File: config.mk
export PLATFORM = sky130hd
export DESIGN_NAME = issue_buffer
export DESIGN_NICKNAME = d
export VERILOG_FILES = /design/src/rtl/issue_buffer.sv
export SDC_FILE = /design/constraint.sdc
export NUM_CORES = 1
export LEC_CHECK = 0
export ABC_AREA = 1
export CORE_AREA = 2 2 288 290
export CTS_BUF_LIST = sky130_fd_sc_hd__clkbuf_8
export CTS_CLUSTER_DIAMETER = 200
export DETAILED_ROUTE_END_ITERATION = 10
export DIE_AREA = 0 0 290 292
export GPL_TIMING_DRIVEN = 0
export SYNTH_ARGS = -nofsm -noshare
export SYNTH_HDL_FRONTEND = slang
export SYNTH_SLANG_ARGS = --single-unit
File: constraint.sdc
create_clock -name clk -period 14.95 [get_ports clk]
set_input_delay 2.99 -clock clk [delete_from_list [all_inputs] [get_ports clk]]
set_output_delay 2.99 -clock clk [all_outputs]
set_load 0.02 [all_outputs]
File: src/rtl/issue_buffer.sv
// Per-lane issue FIFOs between reservation-station issue and the functional units.
// Operands are captured at enqueue. Define ISSUE_BUFFER_BYPASS_EN to enable writeback bypass.
module issue_buffer #(
  parameter int unsigned WIDTH    = 3,
  parameter int unsigned DEPTH    = 2,
  parameter int unsigned WB_PORTS = 2,
  parameter int unsigned FUN_W    = 4,
  parameter int unsigned SEL_W    = 2,
  parameter int unsigned AUX_W    = 3,
  parameter int unsigned IMM_W    = 12,
  parameter int unsigned PREG_W   = 6,
  parameter int unsigned XLEN     = 32
) (
  input  logic                                  clk,
  input  logic                                  rst_n,
  input  logic                                  flush,
  output logic [WIDTH-1:0]                      rs_avail,
  input  logic [WIDTH-1:0]                      rs_valid,
  input  logic [WIDTH-1:0]                      rs_opi,
  input  logic [WIDTH-1:0][FUN_W-1:0]           rs_fun,
  input  logic [WIDTH-1:0][1:0][SEL_W-1:0]      rs_sel,
  input  logic [WIDTH-1:0][AUX_W-1:0]           rs_aux,
  input  logic [WIDTH-1:0][IMM_W-1:0]           rs_imm,
  input  logic [WIDTH-1:0][1:0][PREG_W-1:0]     rs_src,
  input  logic [WIDTH-1:0][PREG_W-1:0]          rs_dst,
  output logic [WIDTH-1:0]                      rf_valid,
  output logic [WIDTH-1:0][1:0][PREG_W-1:0]     rf_src,
  input  logic [WIDTH-1:0][1:0][XLEN-1:0]       rf_ops,
  input  logic [WB_PORTS-1:0]                   wb_valid,
  input  logic [WB_PORTS-1:0][PREG_W-1:0]       wb_dst,
  input  logic [WB_PORTS-1:0][XLEN-1:0]         wb_data,
  input  logic [WIDTH-1:0]                      fu_avail,
  output logic [WIDTH-1:0]                      fu_valid,
  output logic [WIDTH-1:0]                      fu_opi,
  output logic [WIDTH-1:0][FUN_W-1:0]           fu_fun,
  output logic [WIDTH-1:0][1:0][SEL_W-1:0]      fu_sel,
  output logic [WIDTH-1:0][AUX_W-1:0]           fu_aux,
  output logic [WIDTH-1:0][IMM_W-1:0]           fu_imm,
  output logic [WIDTH-1:0][PREG_W-1:0]          fu_dst,
  output logic [WIDTH-1:0][1:0][XLEN-1:0]       fu_ops,
  output logic [WIDTH-1:0][$clog2(DEPTH+1)-1:0] lane_cnt
);

  localparam int unsigned PTR_W = $clog2(DEPTH);
  localparam int unsigned CNT_W = $clog2(DEPTH+1);

  typedef struct packed {
    logic                   opi;
    logic [FUN_W-1:0]       fun;
    logic [1:0][SEL_W-1:0]  sel;
    logic [AUX_W-1:0]       aux;
    logic [IMM_W-1:0]       imm;
    logic [PREG_W-1:0]      dst;
    logic [1:0][XLEN-1:0]   ops;
  } entry_t;

  entry_t                        mem_q [WIDTH][DEPTH];
  entry_t                        wentry [WIDTH];
  logic [WIDTH-1:0][PTR_W-1:0]   wr_q, rd_q;
  logic [WIDTH-1:0][CNT_W-1:0]   cnt_q;
  logic [WIDTH-1:0]              push, pop;

  for (genvar i = 0; i < WIDTH; i++) begin : g_lane
    assign rs_avail[i] = (cnt_q[i] != CNT_W'(DEPTH)) & ~flush;
    assign fu_valid[i] = (cnt_q[i] != '0);
    assign fu_opi[i]   = mem_q[i][rd_q[i]].opi;
    assign fu_fun[i]   = mem_q[i][rd_q[i]].fun;
    assign fu_sel[i]   = mem_q[i][rd_q[i]].sel;
    assign fu_aux[i]   = mem_q[i][rd_q[i]].aux;
    assign fu_imm[i]   = mem_q[i][rd_q[i]].imm;
    assign fu_dst[i]   = mem_q[i][rd_q[i]].dst;
    assign fu_ops[i]   = mem_q[i][rd_q[i]].ops;

`ifndef SYNTHESIS
    // A flush legitimately discards the pending push; anything else is an RS protocol slip.
    a_no_drop: assert property (@(posedge clk) disable iff (!rst_n)
      !(rs_valid[i] && !rs_avail[i] && !flush))
      else $warning("issue_buffer: lane %0d packet dropped while lane busy", i);
`endif
  end

  assign push     = rs_valid & rs_avail;
  assign pop      = fu_valid & fu_avail;
  assign rf_valid = push;
  assign rf_src   = rs_src;
  assign lane_cnt = cnt_q;

  always_comb begin
    for (int i = 0; i < WIDTH; i++) begin
      wentry[i]     = '0;
      wentry[i].opi = rs_opi[i];
      wentry[i].fun = rs_fun[i];
      wentry[i].sel = rs_sel[i];
      wentry[i].aux = rs_aux[i];
      wentry[i].imm = rs_imm[i];
      wentry[i].dst = rs_dst[i];
      for (int j = 0; j < 2; j++) begin
        wentry[i].ops[j] = rf_ops[i][j];
`ifdef ISSUE_BUFFER_BYPASS_EN
        // Scan high-to-low so the lowest matching port overrides.
        for (int k = int'(WB_PORTS) - 1; k >= 0; k--) begin
          if (wb_valid[k] && (wb_dst[k] == rs_src[i][j])) wentry[i].ops[j] = wb_data[k];
        end
`endif
      end
    end
  end

`ifndef ISSUE_BUFFER_BYPASS_EN
  logic unused_wb;
  assign unused_wb = ^{wb_valid, wb_dst, wb_data};
`endif

  always_ff @(posedge clk or negedge rst_n) begin
    if (!rst_n) begin
      wr_q  <= '0;
      rd_q  <= '0;
      cnt_q <= '0;
    end else if (flush) begin
      wr_q  <= '0;
      rd_q  <= '0;
      cnt_q <= '0;
    end else begin
      for (int i = 0; i < WIDTH; i++) begin
        if (push[i]) wr_q[i] <= wr_q[i] + 1'b1;
        if (pop[i])  rd_q[i] <= rd_q[i] + 1'b1;
        if (push[i] && !pop[i])      cnt_q[i] <= cnt_q[i] + 1'b1;
        else if (pop[i] && !push[i]) cnt_q[i] <= cnt_q[i] - 1'b1;
      end
    end
  end

  // Payload storage is intentionally not reset; validity lives in cnt_q.
  always_ff @(posedge clk) begin
    for (int i = 0; i < WIDTH; i++) begin
      if (push[i]) mem_q[i][wr_q[i]] <= wentry[i];
    end
  end

endmodule

======== Word level (Yosys, flattened, before mapping) ========
Memories as Yosys holds them, arrays and structs flattened.
Cells that the tools add are included.
storage, ports and cells
  input bits .............................. 405
  output and inout bits ................... 333
  memory bits (writable) .................. 564
  bits in registers ....................... 12
  memories ................................ 1
memories
  memory  words  bits a word  rd ports  clocked after memory_dff  wr ports  RTL line  text
  mem_q   3      188          3         0                         3         57        entry_t mem_q [WIDTH][DEPTH];
operators by class
  $add $sub $neg .......................... 12
  bitwise logic cells ..................... 12
  reduce and logical (&&, ||, !) cells .... 27
  magnitude comparators ................... 9
  muxes and demuxes ....................... 36
  equality and inequality tests ........... 3
operator list
  cell                                                       number
  two-way mux 94 bit                                         12
  two-way mux 188 bit                                        3
  demux 94 bit (select 1 bit)                                3
  nonzero test 2 bit                                         9
  greater-or-equal comparator 2 bit (second input constant)  6
  two-way mux 2 bit                                          6
  inverter 1 -> 2 bit                                        6
  logical AND 1 bit                                          9
  two-way mux 1 bit                                          9
  nonzero test 3 bit                                         3
  adder 1 bit (second input constant)                        6
  adder 2 x 1 -> 2 bit (second input constant)               3
  bitwise AND 3 bit                                          2
  zero test 1 bit                                            6
  < comparator 2 x 1 -> 1 bit (second input constant)        3
  two-way mux 3 bit                                          2
  two-way mux 6 bit                                          1
  inequality test 2 bit (second input constant)              3
  subtractor 2 x 1 -> 2 bit (second input constant)          3
  bitwise AND 1 bit                                          3
  inverter 1 bit                                             1

======== Logic depth before layout (Yosys ltp) ========
Gate-level depths: netlist of the first run.
  depth after elaboration ................. 8
  mapped depth ............................ 7

======== Worst setup path before layout of the first run ========
OpenSTA, ideal clock, no wires.
  path type ............................... input-to-reg
  start ................................... in flush
  end ..................................... mem mem_q[0][188] (netlist name) (enable)
  arrival time ............................ 7.224 ns
  buffers on the path ..................... 1
  setup time .............................. 0.547 ns
  stages on the path ...................... 4
  setup slack ............................. 7.178 ns
  cells stage by stage .................... inv_2 -> buf_6 -> nand3_4 -> nor2_1
RTL lines
  item         RTL line  text
  from (decl)  16        input logic flush,
  to (decl)    57

======== Final worst setup path of the first run ========
  start ................................... in flush
  end ..................................... out rf_valid[1]
on the way
  longest elaborated chain between the ends .. 3
RTL lines
  item               RTL line  text
  inverter 1 bit     64        assign rs_avail[i] = (cnt_q[i] != CNT_W'(DEPTH)) & ~flush;
  bitwise AND 1 bit  64
  bitwise AND 3 bit  82        assign push = rs_valid & rs_avail;
  to (decl)          26        output logic [WIDTH-1:0] rf_valid,
Every way passes these cells.

==> results.sh, run 1 <==
export IMPL_crit_fanout=10
export IMPL_met3_wirelength_um=6436
export IMPL_wire_per_inst_um=17.58
export IMPL_synth_edff_count=564
export IMPL_synth_top_cell_by_area="edfxtp_1"
export IMPL_area_delta_synth_final_pct=45.70
export IMPL_clk_pin_slew_ns=0.06
export IMPL_async_flop_share_pct=2.083
export IMPL_die_x_um=290
export IMPL_slew_headroom_pct=40.62
export IMPL_seq_power_share_pct=42.4
export IMPL_post_route_period_util_pct=54.95
export IMPL_drv_slew=0
export IMPL_drtIter0Drc=678
export IMPL_synth_area_um2=21490
export IMPL_wl_met2_um=31650
export IMPL_reg2reg_slack_ns=12.51
export IMPL_fmax_mhz=121.7
export IMPL_netSwitchingFraction_pct=31.81
export IMPL_vias=14490
export IMPL_path_class="in -> out"
export IMPL_clk_latency_ns=0.68
export IMPL_grt_pass1_vias=15230
export IMPL_die_area_um2=84680
export IMPL_p_total_mw=4.636
export IMPL_switchingPower_mw=1.475
export IMPL_synth_top_cells_by_count="nand2_1, edfxtp_1, buf_4"
export IMPL_nFillCells=7716
export IMPL_detail_route_vias_per_cell=4.121
export IMPL_grt_max_degree=34
export IMPL_startpoint_type="input pin"
export IMPL_fin_util_pct=38.39
export IMPL_setup_violations=0
export IMPL_grt_usage_pct=14.33
export IMPL_ant_nets=0
export IMPL_cts_setup_buffers=0
export IMPL_first_pass_iters=5
export IMPL_rsz0062_at_grt="no"
export IMPL_clk_path_buf_depth=3
export IMPL_drc=0
export IMPL_drv_cap=0
export IMPL_wirelength_um=61820
export IMPL_top_layer_used="met5"
export IMPL_period_minus_slack_ns=8.216
export IMPL_rows=105
export IMPL_hpwlAfterDp_um=45720
export IMPL_netlist_instances=1623
export IMPL_finalHoldViolations=0
export IMPL_die_h_um=292
export IMPL_synth_seq_cells=576
export IMPL_fin_nets=2768
export IMPL_htree_levels=3
export IMPL_yosysTopAreaCellShare_pct=78.79
export IMPL_post_cts_resized=0
export IMPL_place_gp_congestion=0.7973
export IMPL_tightest_slew_ns=0.8814
export IMPL_p_leak_nw=12.06
export IMPL_cts_made_buffers=97
export IMPL_yosysSeqAreaShare_pct=80.19
export IMPL_start_util_pct=26.35
export IMPL_grt_overflow=0
export IMPL_end_kind="output pin"
export IMPL_numPortBuffers=623
export IMPL_tritoncts="yes"
export IMPL_drive_above_1_share_pct=9.586
export IMPL_clkPwrFrac_pct=28.2
export IMPL_cp_arrival_ns=5.23
export IMPL_yosys_warnings=0
export IMPL_antenna_found_initial=11
export IMPL_synth_area_leaders="edfxtp_1, nand2_1, buf_4"
export IMPL_root_buffer="clkbuf_8"
export IMPL_setup_tns_ns=0
export IMPL_yosysMostFrequentCell="nand2_1"
export IMPL_core_um2=81580
export IMPL_avgSynthCellArea_um2=13.24
export IMPL_peakVddDrop_uv=84.62
export IMPL_r2r_cells=7
export IMPL_ioPinCount=738
export IMPL_hold_path_class="reg -> reg"
export IMPL_status="finished clean"
export IMPL_synth_ff_type="edfxtp_1"
export IMPL_yosysUniqueCellTypes=18
export IMPL_crit_required_ns=11.96
export IMPL_comb_power_share_pct=29.4
export IMPL_cts_sinks=576
export IMPL_syn_nets=2028
export IMPL_holdBufCountCts=0
export IMPL_clock_skew_ns=0.02276
export IMPL_powerDensity_nw_per_um2=148.0
export IMPL_grt_pass1_wl_um=91770
export IMPL_wl_met1_um=22100
export IMPL_hold_path_cell_count=1
export IMPL_intPower_mw=3.161
[state kept, by name (all words and copies together), names as in the netlist]
register  flops
lane_cnt      6
mem_q       564
rd_q          3
wr_q          3
[metal layers]
metal | global-route usage (%) | vias to the layer above
li1 | - | 6959
met1 | 14.82 | 6860
met2 | 25.76 | 568
met3 | 5.983 | 101
met4 | 5.501 | 4
met5 | 0 | -
[final timing paths]
kind / end / start
min in group asynchronous: rd_q[0]$_DFFE_PN0P_ / rst_n
max in group asynchronous: rd_q[1]$_DFFE_PN0P_ / rst_n
hold / removal: wr_q[1]$_DFFE_PN0P_ / wr_q[1]$_DFFE_PN0P_
setup reg to reg: mem_q[0][145]$_DFFE_PP_ / lane_cnt[0]$_DFFE_PN0P_
hold reg to reg: wr_q[1]$_DFFE_PN0P_ / wr_q[1]$_DFFE_PN0P_
setup / recovery: rf_valid[1] / flush
[area by class of cell]
| type | instances | area, um2 | area share (%) |
|---|---|---|---|
| flip-flops and latches | 576 | 17240 | 55.04 |
| multi-input cells | 924 | 3606 | 11.51 |
| diodes | 6 | 15.01 | 0.04794 |
| well taps | 1070 | 1339 | 4.275 |
| clock buffers | 99 | 1363 | 4.351 |
| inverters | 22 | 82.58 | 0.2637 |
| clock inverters | 78 | 450.4 | 1.438 |
| plain buffers | 101 | 614.3 | 1.962 |
| repair buffers | 641 | 6611 | 21.11 |
[placed cells by master, fill, tap and decap left out, types with 7 or more instances in the layout]
cell | synthesis | final
buf_2 | 30 | 30
dfrtp_1 | 12 | 12
clkbuf_1 | 21 | 21
clkinv_2 | 0 | 7
edfxtp_1 | 564 | 564
o21ai_0 | 9 | 9
clkinv_1 | 0 | 20
nor2_1 | 15 | 9
buf_12 | 0 | 16
clkbuf_8 | 1 | 100
clkdlybuf4s50_1 | 0 | 623
nand3_1 | 10 | 10
nand2_1 | 872 | 872
buf_4 | 48 | 48
inv_1 | 17 | 55
[per-stage QoR]
step | instances | instance area [um2] | hold slack [ns] | worst slack (ns)
finish | 3517 | 31320 | 0.5767 | 6.734
detailed placement | 3334 | 29490 | 0.5737 | 6.696
global placement | 3316 | 29070 | 0.4961 | 3.664
floorplan | 1623 | 21490 | 0.4808 | 7.178
CTS | 3511 | 31300 | 0.5786 | 6.686
global route | 3517 | 31320 | 0.6031 | 6.692
[power groups by stage]
stage	logic, mW	clock network (mW)	registers (mW)
floorplan	0.635	0	2.02
global placement	1.34	0	2.03
detailed placement	1.38	0	2.00
CTS	1.39	1.36	1.97
global route	1.46	1.43	1.98
finish	1.36	1.31	1.97
[worst max-delay path: stages]
cell	delay, ns
clkdlybuf4s50_1	0.71
inv_2	0.29
buf_6	0.24
nand3_4	0.16
inv_1	0.16
clkdlybuf4s50_1	0.65
[cells by family (layout without fill, tap and decap cells)]
family | Yosys count | after routing | synth area share, %
AND/OR/NAND/NOR | 909 | 909 | 16.22
flip-flops | 576 | 576 | 80.19
buffers and inverters | 123 | 941 | 3.242
AO/OA/AOI/OAI | 15 | 15 | 0.3493
other | 0 | 6 | 0
No activity file was read; power rests on OpenSTA's default activity.
==> run 2, diff against run 1 <==
--- a/config.mk
+++ b/config.mk
@@ -6,11 +6,11 @@
 export NUM_CORES = 1
 export LEC_CHECK = 0
 export ABC_AREA = 1
-export CORE_AREA = 2 2 288 290
+export CORE_AREA = 2 2 290 292
 export CTS_BUF_LIST = sky130_fd_sc_hd__clkbuf_8
 export CTS_CLUSTER_DIAMETER = 200
 export DETAILED_ROUTE_END_ITERATION = 10
-export DIE_AREA = 0 0 290 292
+export DIE_AREA = 0 0 292 294
 export GPL_TIMING_DRIVEN = 0
 export SYNTH_ARGS = -nofsm -noshare
 export SYNTH_HDL_FRONTEND = slang
==> constraint.sdc (replaced) <==
create_clock -name clk -period 7.45 [get_ports clk]
set_input_delay 1.49 -clock clk [delete_from_list [all_inputs] [get_ports clk]]
set_output_delay 1.49 -clock clk [all_outputs]
set_load 0.02 [all_outputs]
==> results.sh, run 2 (synthesized netlist as in run 1, its figures left out) <==
export IMPL_grt_pass1_wl_um=91600
export IMPL_clk_pin_slew_ns=0.06
export IMPL_hpwlAfterDp_um=46710
export IMPL_drtIter0Drc=692
export IMPL_cts_sinks=576
export IMPL_drc=0
export IMPL_layout_commonest_cell="nand2_1"
export IMPL_place_gp_congestion=0.8568
export IMPL_clock_skew_ns=0.04185
export IMPL_grt_pass1_vias=14920
export IMPL_clk_latency_ns=0.68
export IMPL_post_route_period_util_pct=69.54
export IMPL_path_class="in -> out"
export IMPL_p_leak_nw=11.98
export IMPL_fin_nets=2767
export IMPL_first_pass_iters=5
export IMPL_status="finished clean"
export IMPL_grt_use_met2_pct=25.66
export IMPL_p_total_mw=9.185
export IMPL_setup_violations=0
export IMPL_largest_reg_flops=564
export IMPL_clk_path_buf_depth=3
export IMPL_area_delta_synth_final_pct=45.03
export IMPL_die_x_um=292
export IMPL_grt_use_met1_pct=14.78
export IMPL_wirelength_um=63020
export IMPL_holdBufCountCts=0
export IMPL_cts_setup_buffers=0
export IMPL_multi_input_comb_area_um2=3606
export IMPL_slew_headroom_pct=27.61
export IMPL_cts_made_buffers=96
export IMPL_hold_path_class="reg -> reg"
export IMPL_vias=14570
export IMPL_peakVddDrop_uv=170.2
export IMPL_startpoint_type="input pin"
export IMPL_grt_overflow=0
export IMPL_grt_most_used_layer="met2"
export IMPL_htree_levels=3
export IMPL_use_met3_pct=5.801
export IMPL_setup_tns_ns=0
export IMPL_drv_cap=0
export IMPL_grt_max_degree=34
export IMPL_period_minus_slack_ns=5.181
export IMPL_tightest_slew_ns=1.082
export IMPL_drive_above_1_share_pct=9.442
export IMPL_die_area_um2=85850
export IMPL_rsz0062_at_grt="no"
export IMPL_crit_fanout=10
export IMPL_rows=106
export IMPL_powerDensity_nw_per_um2=294.6
export IMPL_ioPinCount=738
export IMPL_grt_usage_pct=14.15
export IMPL_numPortBuffers=623
export IMPL_start_util_pct=25.93
export IMPL_wire_per_inst_um=17.91
export IMPL_core_um2=82890
export IMPL_end_kind="output pin"
export IMPL_layout_common_cells="nand2_1, clkdlybuf4s50_1, edfxtp_1"
export IMPL_cp_arrival_ns=3.69
export IMPL_die_h_um=294
export IMPL_post_cts_resized=0
export IMPL_antenna_found_initial=7
export IMPL_nFillCells=7866
export IMPL_detail_route_vias_per_cell=4.142
export IMPL_root_buffer="clkbuf_8"
export IMPL_finalHoldViolations=0
export IMPL_drv_slew=0
export IMPL_ant_nets=0
export IMPL_crit_required_ns=5.96
export IMPL_tritoncts="yes"
export IMPL_fmax_mhz=193.0
export IMPL_regArea_um2=17240
## run 2: changes by cell type in the layout (fill, tap and decap cells not counted), sizes merged
cell,previous run,this run
clkbuf,121,119
clkinvlp,4,0
clkinv,31,41
inv,62,56
diode,6,3
bufinv,3,0
## run 2: area by class of cell
class | instances | share of cell area [%]
antenna | 3 | 0.02408
buffer | 101 | 1.971
clock buffer | 97 | 4.283
clock inverter | 75 | 1.080
inverter | 22 | 0.2649
multi-input combinational | 924 | 11.57
sequential | 576 | 55.29
tap | 1080 | 4.335
timing repair buffer | 641 | 21.18
## run 2: critical path, stage by stage
cell	delay, ns
clkdlybuf4s50_1	0.75
inv_2	0.34
buf_6	0.24
nand3_4	0.17
inv_1	0.09
clkdlybuf4s50_1	0.60
## run 2: through the flow
stage / utilization, % / hold slack [ns] / std cells / setup WS (ns) / instance area [um2]
after floorplan: - / 0.4808 / 1623 / 1.178 / 21490
after global placement: 35.08 / 0.4965 / 3326 / -2.320 / 29080
after detailed placement: 35.58 / 0.5637 / 3344 / 2.235 / 29490
after CTS: 37.60 / 0.5751 / 3516 / 2.222 / 31170
after global routing: 37.60 / 0.6220 / 3518 / 2.225 / 31170
final: 37.61 / 0.5650 / 3519 / 2.269 / 31170
## run 2: worst paths after layout
| path | depth (start not counted) | from | end | slack, ns |
|---|---|---|---|---|
| min reg2reg | 1 | wr_q[0]$_DFFE_PN0P_ | wr_q[0]$_DFFE_PN0P_ | 0.56 |
| max | 6 | flush | rf_valid[1] | 2.27 |
| min in group asynchronous | 1 | rst_n | lane_cnt[4]$_DFFE_PN0P_ | 1.40 |
| max in group asynchronous | 1 | rst_n | wr_q[0]$_DFFE_PN0P_ | 5.39 |
| min | 1 | wr_q[0]$_DFFE_PN0P_ | wr_q[0]$_DFFE_PN0P_ | 0.56 |
| max reg2reg | 7 | lane_cnt[4]$_DFFE_PN0P_ | mem_q[0][501]$_DFFE_PP_ | 4.89 |
## run 2: layer usage
layer | share of wire (%) | wire length (um) | vias to the layer above
li1 | - | - | 6949
met1 | 36 | 22850 | 6929
met2 | 52 | 32490 | 574
met3 | 9.5 | 6015 | 114
met4 | 2.5 | 1600 | 8
met5 | 0.090 | 57 | -
## run 2: power breakdown
group,internal (mW),switching (mW),total (mW)
logic,1.13,1.62,2.74
clock network,1.22,1.28,2.49
registers,3.87,0.0806,3.95
==> run 3, diff against run 2 <==
==> constraint.sdc (replaced) <==
create_clock -name clk -period 4.3 [get_ports clk]
set_input_delay 0.86 -clock clk [delete_from_list [all_inputs] [get_ports clk]]
set_output_delay 0.86 -clock clk [all_outputs]
set_load 0.02 [all_outputs]
==> results.sh, run 3 (synthesized netlist as in run 1, its figures left out) <==
export IMPL_status="finished clean"
export IMPL_clk_path_buf_depth=3
export IMPL_worstSetupStartpoint="rd_q[0]$_DFFE_PN0P_"
export IMPL_drc=0
export IMPL_core_um2=82890
export IMPL_powerDensity_nw_per_um2=519.0
export IMPL_netSwitchingFraction_pct=31.80
export IMPL_grt_usage_pct=14.03
export IMPL_tightest_slew_ns=0.8280
export IMPL_start_util_pct=25.93
export IMPL_antenna_found_initial=13
export IMPL_finalHoldViolations=0
export IMPL_clkPwrFrac_pct=28.5
export IMPL_hpwlAfterDp_um=46810
export IMPL_grt_pass1_vias=14740
export IMPL_cts_sinks=576
export IMPL_cts_made_buffers=98
export IMPL_cp_endpoint="fu_fun[2]"
export IMPL_wire_per_inst_um=17.81
export IMPL_ioPinCount=738
export IMPL_cp_arrival_ns=3.18
export IMPL_rsz0062_at_grt="no"
export IMPL_hold_ws_ns=0.5775
export IMPL_fin_nets=2769
export IMPL_ant_nets=0
export IMPL_wirelength_um=62730
export IMPL_fin_util_pct=37.83
export IMPL_period_minus_slack_ns=4.044
export IMPL_place_area_um2=29510
export IMPL_root_buffer="clkbuf_8"
export IMPL_clk_latency_ns=0.71
export IMPL_reg2reg_from="lane_cnt[0]$_DFFE_PN0P_"
export IMPL_hold_path_class="reg -> reg"
export IMPL_drtIter0Drc=721
export IMPL_seq_power_share_pct=42.1
export IMPL_crit_fanout=10
export IMPL_switchingPower_mw=5.176
export IMPL_detail_route_vias_per_cell=4.112
export IMPL_peakVddDrop_uv=272.2
export IMPL_drive_above_1_share_pct=9.524
export IMPL_crit_required_ns=3.44
export IMPL_holdBufCountCts=0
export IMPL_area_delta_synth_final_pct=45.90
export IMPL_post_route_period_util_pct=94.05
export IMPL_tritoncts="yes"
export IMPL_cts_setup_buffers=0
export IMPL_p_leak_nw=12.05
export IMPL_nFillCells=7874
export IMPL_slew_headroom_pct=44.67
export IMPL_die_x_um=292
export IMPL_path_class="reg -> out"
export IMPL_end_kind="output pin"
export IMPL_comb_power_share_pct=29.4
export IMPL_grt_max_degree=33
export IMPL_vias=14480
export IMPL_htree_levels=3
export IMPL_reg2reg_slack_ns=1.91
export IMPL_r2r_cells=7
export IMPL_clock_skew_ns=0.03852
export IMPL_place_gp_congestion=0.8097
export IMPL_clk_pin_slew_ns=0.07
export IMPL_drv_cap=0
export IMPL_p_total_mw=16.28
export IMPL_layout_commonest_cell="nand2_1"
export IMPL_design_area_um2=31360
export IMPL_die_h_um=294
export IMPL_setup_violations=0
export IMPL_grt_overflow=0
export IMPL_largest_reg_flops=564
export IMPL_r2r_end="mem_q[0][131]$_DFFE_PP_"
export IMPL_fmax_mhz=247.3
export IMPL_first_pass_iters=5
export IMPL_intPower_mw=11.10
export IMPL_grt_pass1_wl_um=89580
export IMPL_rows=106
export IMPL_startpoint_type="flip-flop"
export IMPL_numPortBuffers=623
export IMPL_layout_common_cells="nand2_1, clkdlybuf4s50_1, edfxtp_1"
export IMPL_post_cts_resized=0
export IMPL_die_area_um2=85850
export IMPL_drv_slew=0
-- run 3: final cells by class --
type	instances	area [um2]	share of cell area, %
diodes	6	15.01	0.04788
plain buffers	101	614.3	1.959
clock buffers	99	1363	4.345
clock inverters	73	473.0	1.508
inverters	22	82.58	0.2633
multi-input cells	924	3606	11.50
flip-flops and latches	576	17240	54.96
well taps	1080	1351	4.309
repair buffers	641	6619	21.11
-- run 3: power by group through the flow --
stage	logic, mW	registers [mW]	clock network, mW
floorplan	2.21	6.99	0
global placement	4.71	7.03	0
detailed placement	4.84	6.97	0
CTS	4.87	6.86	4.81
global route	5.13	6.89	5.04
finish	4.78	6.85	4.64
-- run 3: layer usage --
layer	part of all wire [%]	track usage, %	wire length (um)	vias to the layer above
met5	0.065	0	41	-
met4	3.1	6.135	1931	6
met3	11	6.926	7075	107
met2	51	24.93	31810	625
met1	35	13.73	21870	6796
li1	-	-	-	6950
-- run 3: worst max-delay path, cell delays in order, from the launching register on --
cell,delay [ns]
dfrtp_1,0.39
buf_2,0.22
buf_2,0.27
buf_2,0.43
nand2_1,0.09
nand2_1,0.36
clkdlybuf4s50_1,0.69
-- run 3: per-stage QoR --
stage                     setup WS (ns)  instances  setup TNS [ns]
final                            0.2559       3522               0
after global routing            0.08015       3520               0
after CTS                        0.1186       3516               0
after detailed placement         0.6318       3344               0
after global placement           -4.419       3326        -1554.32
after floorplan                  -1.342       1623         -252.27
-- run 3: worst min-delay path by stage --
stage                              startpoint             endpoint  cells after the start
after floorplan           wr_q[1]$_DFFE_PN0P_  wr_q[1]$_DFFE_PN0P_                      1
after global placement    wr_q[1]$_DFFE_PN0P_  wr_q[1]$_DFFE_PN0P_                      1
after detailed placement  wr_q[0]$_DFFE_PN0P_  wr_q[0]$_DFFE_PN0P_                      1
after CTS                               rst_n  rd_q[0]$_DFFE_PN0P_                      1
after global routing                    rst_n  rd_q[0]$_DFFE_PN0P_                      1
final                     wr_q[1]$_DFFE_PN0P_  wr_q[1]$_DFFE_PN0P_                      1
